--- config.mk ---
export PLATFORM = sky130hd
export DESIGN_NAME = up_down_count_sequencer
export DESIGN_NICKNAME = d
export VERILOG_FILES = /design/src/rtl/up_down_count_sequencer.sv
export SDC_FILE = /design/constraint.sdc
export NUM_CORES = 1
export LEC_CHECK = 0
export ABC_AREA = 1
export CAP_MARGIN = 20
export CORE_MARGIN = 2
export CORE_UTILIZATION = 40
export DETAILED_ROUTE_END_ITERATION = 6
export PLACE_DENSITY = 0.79
export SETUP_SLACK_MARGIN = 0.3
export SYNTH_ARGS = -nofsm -noshare
export SYNTH_HDL_FRONTEND = slang
export SYNTH_SLANG_ARGS = --single-unit
--- constraint.sdc ---
create_clock -name i_clk -period 1.9 [get_ports i_clk]
set_input_delay 0.475 -clock i_clk [delete_from_list [all_inputs] [get_ports i_clk]]
set_output_delay 0.475 -clock i_clk [all_outputs]
set_load 0.01 [all_outputs]
--- src/rtl/up_down_count_sequencer.sv ---
// up_down_count_sequencer
// Sequences an external mod-2^WIDTH up/down counter through one of three jobs:
// count up to a target, count down to a target, or bounce between 0 and a
// target for a programmed number of passes.
// Optional feature macro: COUNT_WDOG_EN adds a stall watchdog with a sticky ERR state.

module up_down_count_sequencer #(
    parameter int WIDTH   = 4,
    parameter int TIMEOUT = 8
) (
    input  logic             i_clk,
    input  logic             i_clear,
    input  logic             i_start,
    input  logic [1:0]       i_mode,
    input  logic [WIDTH-1:0] i_target,
    input  logic [3:0]       i_passes,
    input  logic             i_pause,
    input  logic [WIDTH-1:0] i_count_in,
    output logic             o_cnt_clr,
    output logic             o_cnt_en,
    output logic             o_cnt_up,
    output logic             o_busy,
    output logic             o_done,
    output logic [3:0]       o_pass_cnt,
    output logic             o_error
);

    localparam logic [2:0] S_IDLE   = 3'd0;
    localparam logic [2:0] S_CLR    = 3'd1;
    localparam logic [2:0] S_RUN_UP = 3'd2;
    localparam logic [2:0] S_RUN_DN = 3'd3;
    localparam logic [2:0] S_FINISH = 3'd4;
`ifdef COUNT_WDOG_EN
    localparam logic [2:0] S_ERR    = 3'd5;
    localparam int         TIMER_W  = $clog2(TIMEOUT + 1);
`endif

    localparam logic [1:0] MODE_UP     = 2'b00;
    localparam logic [1:0] MODE_DOWN   = 2'b01;
    localparam logic [1:0] MODE_BOUNCE = 2'b10;
    localparam logic [1:0] MODE_RSVD   = 2'b11;

    logic [2:0]       r_state;
    logic [2:0]       w_next_state;
    logic [1:0]       r_mode;
    logic [WIDTH-1:0] r_target;
    logic [3:0]       r_passes;
    logic [3:0]       r_pass_cnt;
    logic [3:0]       w_pass_next;
    logic [WIDTH-1:0] w_end_value;
    logic             w_running;
    logic             w_at_end;
    logic             w_cnt_en;
    logic             w_accept;

    // The down-leg of a bounce always heads for 0; every other leg heads for the latched target.
    assign w_end_value = (r_state == S_RUN_DN && r_mode == MODE_BOUNCE) ? '0 : r_target;
    assign w_at_end    = (i_count_in == w_end_value);
    assign w_running   = (r_state == S_RUN_UP) || (r_state == S_RUN_DN);
    assign w_pass_next = r_pass_cnt + 4'd1;
    assign w_accept    = (r_state == S_IDLE) && i_start && (i_mode != MODE_RSVD);

    // Enable is Mealy so the counter stops on the very cycle it shows the end value;
    // gating with i_clear makes it drop as soon as reset is asserted.
    assign w_cnt_en = i_clear && w_running && !i_pause && !w_at_end;

`ifdef COUNT_WDOG_EN
    logic [TIMER_W-1:0] r_timer;
    logic [WIDTH-1:0]   r_prev_count;
    logic               w_stall;
    logic               w_timeout;

    assign w_stall   = w_cnt_en && (i_count_in == r_prev_count);
    assign w_timeout = w_stall && (r_timer == TIMER_W'(TIMEOUT - 1));
`endif

    // Next-state selection: leg transitions happen when the counter shows the end value, regardless of pause.
    always_comb begin
        w_next_state = r_state;
        case (r_state)
            S_IDLE: begin
                if (w_accept) begin
                    w_next_state = S_CLR;
                end
            end
            S_CLR: begin
                w_next_state = (r_mode == MODE_DOWN) ? S_RUN_DN : S_RUN_UP;
            end
            S_RUN_UP: begin
                if (w_at_end) begin
                    w_next_state = (r_mode == MODE_BOUNCE) ? S_RUN_DN : S_FINISH;
                end
            end
            S_RUN_DN: begin
                if (w_at_end) begin
                    if (r_mode == MODE_BOUNCE) begin
                        w_next_state = (w_pass_next == r_passes) ? S_FINISH : S_RUN_UP;
                    end else begin
                        w_next_state = S_FINISH;
                    end
                end
            end
            S_FINISH: begin
                w_next_state = S_IDLE;
            end
`ifdef COUNT_WDOG_EN
            S_ERR: begin
                w_next_state = S_ERR;
            end
`endif
            default: begin
                w_next_state = S_IDLE;
            end
        endcase
`ifdef COUNT_WDOG_EN
        if (w_running && w_timeout) begin
            w_next_state = S_ERR;
        end
`endif
    end

    // State register, job latch on an accepted start, and bounce pass counting.
    always_ff @(posedge i_clk) begin
        if (!i_clear) begin
            r_state    <= S_IDLE;
            r_mode     <= 2'b00;
            r_target   <= '0;
            r_passes   <= 4'd0;
            r_pass_cnt <= 4'd0;
        end else begin
            r_state <= w_next_state;
            if (w_accept) begin
                r_mode     <= i_mode;
                r_target   <= i_target;
                r_passes   <= (i_passes == 4'd0) ? 4'd1 : i_passes;
                r_pass_cnt <= 4'd0;
            end else if (r_state == S_RUN_DN && r_mode == MODE_BOUNCE && w_at_end) begin
                r_pass_cnt <= w_pass_next;
            end
        end
    end

`ifdef COUNT_WDOG_EN
    // Stall timer: counts consecutive enabled cycles with no counter movement, restarting on every leg entry.
    always_ff @(posedge i_clk) begin
        if (!i_clear) begin
            r_timer      <= '0;
            r_prev_count <= '0;
        end else begin
            r_prev_count <= i_count_in;
            if (w_running && (w_next_state == r_state) && w_stall) begin
                r_timer <= r_timer + 1'b1;
            end else begin
                r_timer <= '0;
            end
        end
    end

    assign o_error = (r_state == S_ERR);
`else
    // Without the watchdog the error flag folds to a constant 0.
    assign o_error = (TIMEOUT < 0);
`endif

    assign o_cnt_clr  = (r_state == S_CLR);
    assign o_cnt_en   = w_cnt_en;
    assign o_cnt_up   = (r_state == S_RUN_UP);
    assign o_busy     = (r_state != S_IDLE);
    assign o_done     = (r_state == S_FINISH);
    assign o_pass_cnt = r_pass_cnt;

endmodule

-- Word-level counts from Yosys, hierarchy flattened
Cells that the tools add are included.
- output and inout port bits: 10
- memories: 0
- bits in read-only memories: 0
- bits in latches: 0
- RAM bits: 0
- bits in registers: 17
- word-level logic and storage cells: 44
- multiply operators: 0
- equal/unequal tests: 12
- reduce and logical (&&, ||, !) cells: 15
- muxes and demuxes: 10
- shifts and indexed selects: 0
- div/mod/pow operators: 0
- $add $sub $neg: 1
- bitwise gates (word level): 1
- magnitude comparators: 0
- operator list (kind ; number):
    2-to-1 mux 3 bit ; 6
    case mux 3 bit (4 select lines) ; 1
    == test 4 bit ; 2
    2-to-1 mux 4 bit ; 2
    logical AND 1 bit ; 7
    == test 3 x 2 -> 1 bit (second input constant) ; 2
    inequality test 2 bit (second input constant) ; 3
    adder 4 x 1 -> 4 bit (second input constant) ; 1
    zero test 4 bit ; 1
    == test 3 x 1 -> 1 bit (second input constant) ; 1
    == test 3 bit (second input constant) ; 1
    zero test 3 bit ; 1
    AND reduction 3 bit ; 1
    nonzero test 3 bit ; 1
    == test 2 x 1 -> 1 bit (second input constant) ; 1
    == test 2 bit (second input constant) ; 1
    zero test 1 bit ; 2
    inequality test 2 x 1 -> 1 bit (second input constant) ; 1
    OR reduction 2 bit ; 1
    logical OR 1 bit ; 1
    2-to-1 mux 1 bit ; 1
    inverter 1 bit ; 1

-- Depth between registers and ports, before layout
Gate-level depths: netlist of run 1.
- word-level depth: 6
- mapped depth: 13
- mapped depth without buffers: 13

-- Worst setup path before layout of run 1
No wires, ideal clock.
- path type: register to output
- start: reg r_state[0]
- end: out o_cnt_en
- path slack: 0.145 ns
- stages on the path, launching flop included: 11
- path buffers: 0
- arrival: 1.280 ns
- path through: dfxtp_1 nand2_2 nor2_4 nand2_4 nand2_1 nand2_1 nand2_1 nor2_4 nand2_2 nand2_2 nor3_1
- word-level cells in the longest chain between the ends: 6
- elaborated cells between the ends (all ways): 10
- ends and longest elaborated chain (what ; line ; RTL):
    from (decl) ; 43 ; logic [2:0] r_state;
    from (signal assigned) ; 131 ; r_state <= w_next_state;
    == test 3 x 2 -> 1 bit ; 57, 59 ;
    logical AND 1 bit ; 57 ; assign w_end_value = (r_state == S_RUN_DN && r_mode == MODE_BOUNCE) ? '0 : r_target;
    2-to-1 mux 4 bit ; 57 ;
    == test 4 bit ; 58 ; assign w_at_end = (i_count_in == w_end_value);
    zero test 1 bit ; 65 ; assign w_cnt_en = i_clear && w_running && !i_pause && !w_at_end;
    logical AND 1 bit (*) ; 65 ;
    to (decl) ; 20 ; output logic o_cnt_en,
Every way passes the cells marked *; elsewhere a longest branch is shown, timed or not.

-- Worst setup path in the final report of run 1
- start: reg r_state[1]
- end: out o_cnt_en
The elaborated chain is that of the path after synthesis.

==> results of run 1 <==
[power by group]
group | switching, uW | internal [uW]
combinational | 472 | 449
sequential | 39.6 | 416
clock | 121 | 82.0
total | 633 | 947
[final timing paths]
kind | cells after the start | slack [ns] | end | from
worst max-delay path | 11 | -0.25 | o_cnt_en | r_state[1]
worst min-delay path | 2 | 0.49 | r_passes[3] | r_passes[3]
worst max register to register | 10 | 0.26 | r_passes[0] | r_state[1]
worst min register to register | 2 | 0.49 | r_passes[3] | r_passes[3]
[critical path, cell delays in order (launching register included)]
cell and delay, ns:
dfxtp_2 0.36, nand2_2 0.06, nor2_4 0.14, nand2_4 0.08, nand2_1 0.08, nand2_1 0.07
nand2_2 0.09, nor2_4 0.05, nand2_2 0.08, nand2_4 0.07, nor3_4 0.12, buf_2 0.16
[cell usage after synthesis (all sizes together) (2+ instances only)]
master and instances:
inv 20, nor2 11, nor3 3, buf 2
nand3 11, clkinv 2, dfxtp 17, nand3b 2
o21ai 6, nand2 51, a21oi 14
[registers in the layout, summed over array words and instances, names as in the netlist]
| signal | cells |
|---|---|
| o_pass_cnt | 4 |
| r_mode | 2 |
| r_passes | 4 |
| r_state | 3 |
| r_target | 4 |
[layout make-up]
cell class,instances,share of cell area
multi-input cells,109,0.436
repair buffers,47,0.258
flip-flops and latches,17,0.213
inverters,22,0.0544
well taps,30,0.0227
clock buffers,4,0.0159
[metal layers]
| metal | GRT usage | wire (microns) | vias up |
|---|---|---|---|
| li1 | - | - | 578 |
| met4 | 0.129 | 119 | 0 |
| met5 | 0 | 0 | - |
| met3 | 0.0111 | 81 | 11 |
| met2 | 0.345 | 1570 | 33 |
| met1 | 0.181 | 1180 | 535 |
[stage by stage]
step / worst slack [ns] / instance area (sq um)
4_1_cts: -0.225 / 1440
2_1_floorplan: 0.295 / 1020
3_3_place_gp: -0.574 / 1400
6_report: -0.247 / 1660
3_5_place_dp: -0.655 / 1400
5_1_grt: -0.329 / 1660
[timing repair]
item	CTS	global route
pin swaps	1	23
resized for setup	31	55
setup buffers	0	8
gates cloned	0	1
endpoints found under the setup margin	12	12
[cells by family (layout without fill, tap and decap cells)]
| logic type | after synthesis | in the layout |
|---|---|---|
| other cells | 1 | 1 |
| simple gates | 82 | 83 |
| buf+inv | 24 | 73 |
| fa+ha+maj | 1 | 1 |
| flops | 17 | 17 |
| compound gates | 22 | 22 |
| xor+xnor | 2 | 2 |
==> results.cfg, run 1 <==
[run_status]
status = finished, violations left
violations = setup timing

[flow_run]
maxCapViolCount = 0

[routing]
ant_nets = 0
drc = 0
wl_per_cell_microns = 12.9
vias_per_cell = 5.05
routed_wl_mm = 2.95
drt_iter0_drc = 17
vias = 1157
dr.pass1.iters = 4

[cts]
holdBufCountCts = 0
cts.sinks = 17
clkLatencyLatePin_ns = 0.30
cts-root-buf = clkbuf_4
clk_pin_slew_ns = 0.10
clock_path_buffers = 2
cts_tree = done
cts_made_buffers = 3
cts_max_level = 1

[global_routing]
grt_pass1_wl_mm = 3.82
globalRouteTotalUtil = 0.181
grt_pass1_vias = 1012
antenna_found_initial = 0
grt-ovfl-total = 0
grt_max_degree = 13

[yosys]
synth.top_cell.area_share = 0.338
synthMuxAreaShare = 0
synth_top_family_by_area = simple AND/OR/NAND/NOR gates
syn_area_per_cell_sq_um = 6.76
synth_xor_area_frac = 0.0174
syn_area_sq_um = 1010
syn_inst = 149
synth_ff_type = dfxtp_1
synth_top_area_cell = dfxtp_1
synth.area.top_cells = dfxtp_1 (34%), nand2_1 (17%), a21oi_1 (6.5%)
synth_edf_count = 0
synthDistinctLibCells = 32
yosysWarningCount = 0
synthSimpleGateAreaFrac = 0.393
yosysSeqAreaShare = 0.338
async_reset_ff_frac = 0
synth-seq-cells = 17
synth_fa_ha_area_frac = 0.0124
synth-compound-area-share = 0.134
synth_nets = 168

[die]
row_count = 18
fp.dieArea_sq_um = 2940
die_y_microns = 54.2
start_util = 0.414
io_pins = 28
dieWidth_microns = 54.2
coreArea_sq_um = 2430

[power]
fin_total_pwr_uw = 1580
powerDensity_nw_per_um2 = 954
p_leak_uw = 0.000764
irDropWorstVdd_mv = 0.795

[critical_path]
arrival_ns = 1.67
worst-setup-path-type = flip-flop to output port
crit_path_start_kind = flip-flop
crit_required_ns = 1.42
cp-end-kind = output port
critPathMaxFanout = 5

[timing]
post-route-period-util = 1.13
setup_ws_ns = -0.247
max_freq_ghz = 0.466
finalSetupViolCount = 1
skew_ns = 0.00103
final-max-slew-violation-count = 0
finalSetupTns_ns = -0.247
whs_ns = 0.490
hold_viol = 0
grt_setup_unrepaired = true
finalCriticalPeriod_ns = 2.15

[finish]
layout_commonest_cell = nand2_1
antenna_cells = 0
drive_gt1_frac = 0.442
fin_cells = 229
multi_input_area_sq_um = 722
area_growth_pct = 64.5
final_util = 0.681
layout_common_cells = nand2_1 (38), buf_4 (16), clkdlybuf4s50_1 (14)
final.fill_count = 192
seq_area_sq_um = 353
nets = 219

[placed_design]
place_inst = 216
dpl.hpwl_mm = 1.87
port_buffers = 26
gp_congestion = 0.761

[hold_path]
hp-class = flip-flop to flip-flop
No activity file was read; power rests on OpenSTA's default activity.
==> run 2: changes to the inputs <==
- REMOVE_ABC_BUFFERS: default -> 1
- SLEW_MARGIN: default -> 10
==> results.cfg, run 2 (same netlist as run 1, synthesis figures left out) <==
[timing]
hold_viol = 0
grt_setup_unrepaired = true
finalSetupViolCount = 1
final-max-slew-violation-count = 0
finalCriticalPeriod_ns = 2.08
setup_ws_ns = -0.181
post-route-period-util = 1.10
max_freq_ghz = 0.481
skew_ns = 0.00449

[run_status]
violations = setup timing
status = finished, violations left

[die]
coreArea_sq_um = 2430
row_count = 18
dieWidth_microns = 54.2
start_util = 0.414
fp.dieArea_sq_um = 2940
io_pins = 28
die_y_microns = 54.2

[critical_path]
setup.worst_path.start = r_state[0]
worst-setup-path-type = flip-flop to output port
reg2regPathDepth = 10
worst_path_dominant_cell_family = simple AND/OR/NAND/NOR gates
cp_num_buf_inv = 2
crit_path_max_incr_delay_ns = 0.35
reg2reg_slack_ns = 0.31
cp-end-kind = output port
worst_path_max_delay_cell = dfxtp_2
crit_path_start_kind = flip-flop
arrival_ns = 1.61
crit_cells = 12
critPathMaxFanout = 4
crit_required_ns = 1.42
crit_chain = nand2_2, nor2_4, nand2_2, nand2_1, nand2_1, nand2_1, nand2_1, inv_2, nand2_2, nand2_2, nor3_2, buf_2
r2r-start = o_pass_cnt[0]

[cts]
cts_max_level = 1
holdBufCountCts = 0
cts-root-buf = clkbuf_4
clk_pin_slew_ns = 0.10
cts_made_buffers = 3
clock_path_buffers = 2
cts_tree = done
cts.sinks = 17
clkLatencyLatePin_ns = 0.29

[finish]
final_util = 0.645
nets = 219
area_growth_pct = 55.7
drive_gt1_frac = 0.372
antenna_cells = 0
layout_common_cells = nand2_1 (39), buf_4 (17), inv_1 (15)
layout_commonest_cell = nand2_1
fin_cells = 229

[global_routing]
grt-ovfl-total = 0
grt_max_degree = 13
antenna_found_initial = 0
grt_pass1_wl_mm = 3.97
globalRouteTotalUtil = 0.190
grt_pass1_vias = 985

[placed_design]
gp_congestion = 0.767
port_buffers = 26
place_inst = 216
dpl.hpwl_mm = 1.90

[routing]
routed_wl_mm = 2.71
wl_per_cell_microns = 11.8
drc = 0
dr.pass1.iters = 4
drt_iter0_drc = 22
vias_per_cell = 5.00
vias = 1146
ant_nets = 0

[hold_path]
hp-start = r_passes[3]
min_delay_path_depth = 2
hp-class = flip-flop to flip-flop

[power]
irDropWorstVdd_mv = 0.757
powerDensity_nw_per_um2 = 885
p_leak_uw = 0.000739

[flow_run]
maxCapViolCount = 0
## run 2: per-layer routing
layer / part of all wire / GRT usage / wire (microns) / vias up
met4: 0.016 / 0.0625 / 44 / 0
met2: 0.54 / 0.351 / 1470 / 38
met3: 0.054 / 0.0694 / 145 / 6
li1: - / - / - / 577
met5: 0 / 0 / 0 / -
met1: 0.39 / 0.196 / 1050 / 525
## run 2: timing repair
| item | CTS | global route |
|---|---|---|
| pin swaps | 3 | 7 |
| resized for setup | 55 | 12 |
| cloned | 0 | 1 |
| endpoints found under the setup margin | 13 | 13 |
| setup buffers | 4 | 4 |
## run 2: cell type report
cell class                      count  area, sq um
Clock buffer                        4         26.3
Fill cell                         211          865
Inverter                           22         83.8
Multi-Input combinational cell    109          664
Sequential cell                    17          352
Tap cell                           30         37.5
Timing Repair Buffer               47          404
## run 2: path summary, 6_finish.rpt
kind | end
max | o_cnt_en
max reg2reg | r_state[1]
min | r_passes[3]
min reg2reg | r_passes[3]
## run 2: per-stage QoR
stage	instance area [sq um]	hold WS (ns)	TNS (ns)	worst slack [ns]	power, uW
global placement	1380	0.455	-0.604	-0.604	1030
global route	1570	0.488	-0.337	-0.292	1490
detailed placement	1380	0.460	-0.699	-0.683	1050
floorplan	988	0.444	0	0.145	784
CTS	1500	0.474	-0.145	-0.145	1330
finish	1570	0.471	-0.181	-0.181	1390
## run 2: worst min-delay path, delay by kind of cell (launching register included)
family          cells  cell delay (ns)
compound gates      1             0.05
buf+inv             1             0.06
flops               1             0.32
## run 2: report_power, final
group	switching (uW)	total [uW]	internal, uW
registers	39.0	455	416
logic	394	736	342
clock network	115	197	81.7
==> run 3: changes to the inputs <==
- CAP_MARGIN: 20 -> 25
==> results of run 3 <==
Final layout, timing and power as in run 2 (identical DEF).
